File: config.mk
export PLATFORM = sky130hd
export DESIGN_NAME = f1_reaction_timer
export DESIGN_NICKNAME = d
export VERILOG_FILES = /design/src/rtl/f1_pkg.sv /design/src/rtl/rise_detect.sv /design/src/rtl/f1_reaction_timer.sv
export SDC_FILE = /design/constraint.sdc
export NUM_CORES = 1
export LEC_CHECK = 0
export BUFFER_PORTS_ARGS = -buffer_cell sky130_fd_sc_hd__buf_2
export CAP_MARGIN = 20
export CORE_MARGIN = 2
export CORE_UTILIZATION = 56
export CTS_BUF_LIST = sky130_fd_sc_hd__clkbuf_16
export DETAILED_ROUTE_END_ITERATION = 12
export PLACE_DENSITY_LB_ADDON = 0.05
export SYNTH_ARGS = -nofsm -noshare
export SYNTH_HDL_FRONTEND = slang
export SYNTH_HIERARCHICAL = 1
export SYNTH_SLANG_ARGS = --single-unit
File: constraint.sdc
create_clock -name clk -period 4 [get_ports clk]
set_input_delay 0.8 -clock clk [delete_from_list [all_inputs] [get_ports clk]]
set_output_delay 0.8 -clock clk [all_outputs]
set_load 0.005 [all_outputs]
File: src/rtl/f1_pkg.sv
// Shared definitions for the F1 start-lights reaction timer: FSM states and
// the two light patterns that drive arming and the start of a run.
package f1_pkg;

  typedef enum logic [2:0] {
    ST_IDLE    = 3'd0,
    ST_ARMED   = 3'd1,
    ST_RUNNING = 3'd2,
    ST_DONE    = 3'd3,
    ST_FOUL    = 3'd4
  } f1_state_t;

  localparam logic [7:0] LIGHTS_OFF = 8'h00;
  localparam logic [7:0] LIGHTS_ALL = 8'hFF;

  function automatic logic state_is_busy(input f1_state_t s);
    return (s == ST_ARMED) || (s == ST_RUNNING);
  endfunction

endpackage

File: src/rtl/rise_detect.sv
// 0->1 edge detector: one history register, rise is high in the cycle the
// input is first seen high after having been sampled low.
module rise_detect (
  input  logic clk,
  input  logic rst,
  input  logic d_i,
  output logic rise_o
);

  logic d_q;

  always_ff @(posedge clk) begin
    if (rst) d_q <= 1'b0;
    else     d_q <= d_i;
  end

  assign rise_o = d_i & ~d_q;

endmodule

File: src/rtl/f1_reaction_timer.sv
// Reaction timer: arms on the start-lights sequence, counts ms ticks from
// lights-out until the button press, flags jump starts and timeouts.
module f1_reaction_timer
  import f1_pkg::*;
#(
  parameter int unsigned TIMEOUT_MS = 5000,
  parameter int unsigned CNT_W      = 16
) (
  input  logic             clk,
  input  logic             rst,
  input  logic [7:0]       lights,
  input  logic             tick_ms,
  input  logic             btn,
  output logic [CNT_W-1:0] time_ms,
  output logic             valid,
  output logic             jump_start,
  output logic             timeout,
  output logic             busy,
  output f1_state_t        state_dbg
);

  localparam logic [CNT_W-1:0] TIMEOUT_C = CNT_W'(TIMEOUT_MS);

  f1_state_t        state_q;
  logic [CNT_W-1:0] cnt_q;
  logic             full_seen_q;
  logic [CNT_W-1:0] time_q;
  logic             valid_q;
  logic             jump_q;
  logic             timeout_q;
  logic             press;
  logic [CNT_W-1:0] cnt_inc;

  rise_detect u_btn_rise (
    .clk    (clk),
    .rst    (rst),
    .d_i    (btn),
    .rise_o (press)
  );

  // A tick in the same cycle as the press or the timeout still counts.
  assign cnt_inc = cnt_q + CNT_W'(tick_ms);

  always_ff @(posedge clk) begin
    if (rst) begin
      state_q     <= ST_IDLE;
      cnt_q       <= '0;
      full_seen_q <= 1'b0;
      time_q      <= '0;
      valid_q     <= 1'b0;
      jump_q      <= 1'b0;
      timeout_q   <= 1'b0;
    end else begin
      valid_q <= 1'b0;
      case (state_q)
        ST_IDLE, ST_DONE, ST_FOUL: begin
          if (lights != LIGHTS_OFF) begin
            state_q     <= ST_ARMED;
            full_seen_q <= 1'b0;
            jump_q      <= 1'b0;
            timeout_q   <= 1'b0;
          end
        end
        ST_ARMED: begin
          if (press) begin
            state_q <= ST_FOUL;
            jump_q  <= 1'b1;
            time_q  <= '0;
            valid_q <= 1'b1;
          end else if (lights == LIGHTS_OFF) begin
            // Lights going out without ever being fully lit aborts the round.
            if (full_seen_q) begin
              state_q <= ST_RUNNING;
              cnt_q   <= '0;
            end else begin
              state_q <= ST_IDLE;
            end
          end else if (lights == LIGHTS_ALL) begin
            full_seen_q <= 1'b1;
          end
        end
        ST_RUNNING: begin
          if (press) begin
            state_q <= ST_DONE;
            time_q  <= cnt_inc;
            valid_q <= 1'b1;
          end else if (cnt_inc >= TIMEOUT_C) begin
            state_q   <= ST_DONE;
            time_q    <= TIMEOUT_C;
            timeout_q <= 1'b1;
            valid_q   <= 1'b1;
          end else begin
            cnt_q <= cnt_inc;
          end
        end
        default: state_q <= ST_IDLE;
      endcase
    end
  end

  assign time_ms    = time_q;
  assign valid      = valid_q;
  assign jump_start = jump_q;
  assign timeout    = timeout_q;
  assign busy       = state_is_busy(state_q);
  assign state_dbg  = state_q;

endmodule

Word level (Yosys, flattened, before mapping):

Index checks and enable logic that the tools add are counted.

* flip-flop bits (word level): 40
* input bits: 12
* word-level logic and storage cells: 74
* output and inout bits: 23

* reduce and logical (&&, ||, !) cells: 14
* bitwise logic cells: 2
* $lt $le $gt $ge: 1
* mux-type cells: 31
* equal/unequal tests: 17
* add/sub/neg operators: 1

Operators by type and width (count)
* 2-to-1 mux 16 bit: 8
* one-hot mux 16 bit (2 select lines): 2
* inequality test 2 bit (second input constant): 10
* adder 16 x 1 -> 16 bit: 1
* >= comparator 16 x 13 -> 1 bit (second input constant): 1
* 2-to-1 mux 3 bit: 5
* 2-to-1 mux 1 bit: 10
* one-hot mux 3 bit (3 select lines): 1
* AND reduction 3 bit: 3
* == test 8 bit (second input constant): 1
* zero test 8 bit: 1
* one-hot mux 1 bit (2 select lines): 4
* nonzero test 8 bit: 1
* == test 3 x 2 -> 1 bit (second input constant): 2
* inequality test 3 bit (second input constant): 2
* AND reduction 6 bit: 1
* nonzero test 2 bit: 3
* AND reduction 5 bit: 1
* AND reduction 4 bit: 1
* == test 3 x 1 -> 1 bit (second input constant): 1
* == test 3 bit (second input constant): 1
* zero test 3 bit: 1
* OR reduction 3 bit: 1
* 2-to-1 mux 2 bit: 1
* 3 further kinds: 3

Longest topological paths before layout:

* depth after elaboration: 5
* gate-level depth with buffers: 11
* depth with buffers taken out: 9

Modules after synthesis:

The synthesis kept the hierarchy.

By module, submodules not included
* f1_reaction_timer: area an instance 2093.3 um2, sequential area each 780.7 um2, times used 1, cells an instance 237
* rise_detect: area an instance 47.5 um2, sequential area each 20.0 um2, times used 1, cells an instance 3

Worst setup path before layout:

OpenSTA, ideal clock, no wires.

* path type: in2reg
* from: input tick_ms
* to: register cnt_q[7]
* setup slack: 0.752 ns
* data arrival time: 3.126 ns
* cell stages on the path: 10
* library setup time: 0.122 ns
* path buffers: 1
* path through: ha_1 -> ha_1 -> nand3_4 -> or4_1 -> buf_2 -> mux2i_1 -> o22ai_2 -> o211a_2 -> nor3_4 -> a221o_1

* longest elaborated chain between the ends: 4
* elaborated cells between the ends (all ways): 7
* those cells by class: 1 x add/sub; 1 x order compare; 1 x eq/ne; 3 x mux; 1 x reduce/logical

RTL lines
* start: declaration: RTL line f1_reaction_timer.sv:12 `input logic tick_ms,`
* adder 16 x 1 -> 16 bit *: RTL line f1_reaction_timer.sv:42 `assign cnt_inc = cnt_q + CNT_W'(tick_ms);`
* >= comparator 16 x 13 -> 1 bit or 2-to-1 mux 16 bit (tied branches): RTL line f1_reaction_timer.sv:87 `end else if (cnt_inc >= TIMEOUT_C) begin`
* inequality test 2 bit (no line) or 2-to-1 mux 16 bit (tied branches)
* AND reduction 6 bit (no line) or one-hot mux 16 bit (2 select lines) (tied branches)
* end signal: assignment: RTL line f1_reaction_timer.sv:93 `cnt_q <= cnt_inc;`
* end: declaration: RTL line f1_reaction_timer.sv:25 `logic [CNT_W-1:0] cnt_q;`

Every way passes the cells marked *; elsewhere a longest branch is shown, timed or not. The select of a mux whose other input is x is not followed.
A chain may end at the register's enable or synchronous reset.

Worst setup path in the final report:

* from: input tick_ms
* to: register cnt_q[4]

The elaborated chain is that of the path after synthesis.

==> results by group <==
Final layout
  • Layout cells sized above 1: 0.2119
  • Nets: 282
  • Area Overhead vs Synth: 15.43%
  • ANT cells: 0
  • Final Util: 0.6750

Timing
  • Setup violators final: 0
  • Fin Setup TNS: 0 ns
  • Tcrit/Tclk final: 0.8421
  • RSZ-0062 raised after global routing: false
  • Max_slew headroom: 0.4949
  • Final hold violations: 0
  • Count of pins over their slew limit: 0
  • Clock Skew: 0.003456 ns
  • Slew @ Worst Pin: 0.7548 ns
  • Final min period: 3.368 ns
  • F_max: 0.2969 GHz

Critical path
  • Critical path class: in2reg
  • RR Startpoint: cnt_q[0]
  • CP Capture Type: flop
  • Peak fanout along the critical path: 7
  • Worst path required time: 4.22 ns
  • Setup crit start kind: input port
  • Crit path DAT: 3.59 ns
  • Worst setup path startpoint: tick_ms

Place
  • Placer's final routability congestion estimate: 0.9733
  • Port Buf Inserts: 34
  • Hpwl dp: 3.511 mm

Yosys
  • Post-synthesis cell count: 240
  • Synth Cell Area: 2141 um^2
  • Post-synth cell types: 57
  • Post-synthesis net count: 254
  • EDFF count, synth: 0
  • Seq/Total Area, Yosys: 0.3741
  • Synthesis Warnings: 6
  • FF+latch count, synth: 40
  • Yosys top cell area share: 0.3741
  • Top cells by area, synth: dfxtp_1 37%, nor2_1 3.9%, a21oi_1 3.7%, a22o_1 3.7%, xnor2_1 3.7%
  • Primary FF master, synth: dfxtp_1
  • Largest area contributor in the netlist: dfxtp_1
  • Ys async rst share: 0
  • Syn Area/Cell: 8.920 um^2

Clock network
  • CTS tree: done
  • H-tree levels: 2
  • CTS resizes: 0
  • Clock Sinks: 40
  • Root Buffer: clkbuf_16
  • Cts hold-fix bufs: 0
  • Clk slew on worst S/H paths: 0.05 ns
  • Number of CTS-inserted buffers: 5
  • Setup bufs post-CTS: 0
  • Clk buf depth: 2
  • Insertion delay of the later-clocked pin in the worst-skew pair: 0.28 ns

Min path
  • Hold path startpoint: time_ms[10]
  • Min-Delay Path Class: reg2reg

Drt
  • Remaining DRCs: 0
  • Via-to-Cell Ratio: 5.956
  • DRT iter0 DRCs: 115
  • WL/cell: 15.21 um
  • Post-DRT Antenna Nets: 0
  • Total number of vias: 1888
  • Pre-antenna DRT Iters: 4
  • Drt total wl: 4.820 mm

Floorplanning
  • I/O pins: 35
  • Core ar.: 3661 um^2
  • Die height: 65.83 um
  • Chip Width: 65.83 um
  • Initial Util: 0.5848
  • FP Rows: 22
  • Die footprint: 4334 um^2

Run status
  • Status: completed

Power
  • Leak Pwr: 0.001026 uW
  • PwrDens: 357.4 nW/um^2
  • Peak supply drop: 0.2282 mV

Flow run
  • Max Cap Violations: 0

Global route
  • Antenna violations before repair: 0
  • Total GRT Usage: 0.2524
  • Pin count of the biggest net entering global routing: 16
  • Vias in the first global route: 1817
  • First-pass GRT wire length: 8.438 mm
  • Grt total ovfl: 0
-- cell families after synthesis --
kind of cell,after synthesis,share of synthesized area
multiplexers,1,0.004676
AND/OR/NAND/NOR,95,0.2636
AO/OA/AOI/OAI,66,0.2361
buffers and inverters,21,0.04851
XOR/XNOR,15,0.06137
flip-flops,40,0.3741
adder cells (fa/ha/maj),2,0.01169
-- synth_stat cells (2+ instances only) --
cell,n
a21oi_1,16
a221o_1,5
a22o_1,9
a41o_1,3
and2_1,7
and3_1,5
and4_1,4
buf_2,5
buf_4,3
clkbuf_1,7
dfxtp_1,40
ha_1,2
inv_1,5
nand2_1,17
nand2b_1,2
nand3_1,6
nand3_4,2
nand4_1,3
nor2_1,22
nor2b_1,2
nor2b_4,2
nor3_1,5
nor3b_1,2
nor4_1,6
o211ai_1,2
o21ai_0,9
o2bb2ai_1,3
o31ai_1,2
or4_1,3
xnor2_1,9
xor2_1,6
-- metal layers --
layer | wire length [um] | share of wire | global-route usage
met5 | 0 | 0 | 0
met2 | 2191 | 0.45 | 0.4129
met1 | 2312 | 0.48 | 0.3273
met4 | 108 | 0.022 | 0.1068
met3 | 207 | 0.043 | 0.04259
-- cells in the final DEF (no fill, tap or decap), types with 6 or more instances in the layout --
cell | Yosys | final
nor4_1 | 6 | 6
xor2_1 | 6 | 6
nand3_1 | 6 | 6
buf_2 | 5 | 34
a21oi_1 | 16 | 16
a22o_1 | 9 | 9
nor2_1 | 22 | 22
and2_1 | 7 | 7
dfxtp_1 | 40 | 40
xnor2_1 | 9 | 9
nand2_1 | 17 | 17
o21ai_0 | 9 | 9
-- critical path, stage by stage --
cell	delay [ns]
buf_2	0.08
ha_1	0.25
ha_1	0.33
nand3_4	0.14
or4_1	0.62
xor2_1	0.45
o21ai_4	0.15
nor3_1	0.52
a221o_1	0.24
-- final cells by class --
class	instances	area, um^2
well taps	48	60.06
clock buffers	5	125.1
multi-input cells	179	1236
flip-flops and latches	40	800.8
fillers	306	1190
inverters	5	18.77
clock inverters	3	37.54
repair buffers	37	192.7
-- worst paths after layout --
check | slack, ns | end | depth (start not counted)
worst min register to register | 0.46 | time_ms[10] | 1
worst min-delay path | 0.46 | time_ms[10] | 1
worst max register to register | 0.91 | cnt_q[4] | 8
worst max-delay path | 0.63 | cnt_q[4] | 9
-- sequential cells by signal (all words and copies together), names as in the netlist --
register	flops
cnt_q	16
full_seen_q	1
time_ms	16
timeout	1
u_btn_rise/d_q	1
jump_start	1
valid	1
state_dbg	3
-- where the power goes --
part	switching, uW	total [uW]	internal [uW]
combinational	24.6	40.8	16.2
clock	148	438	290
sequential	3.15	404	401
total	176	883	707
-- stage by stage --
stage / instances / total power (uW) / hold WS [ns] / instance area [um^2] / setup slack [ns]
after floorplan: 240 / 437.8 / 0.4558 / 2141 / 0.7522
after global placement: 309 / 453.5 / 0.4434 / 2308 / 0.4885
after detailed placement: 309 / 453.6 / 0.4461 / 2308 / 0.3608
after CTS: 317 / 890.9 / 0.4666 / 2471 / 0.6633
after global routing: 317 / 912.9 / 0.4863 / 2471 / 0.4469
final: 317 / 883.1 / 0.4579 / 2471 / 0.6317
Note: power is estimated with default switching activity, not from simulation.
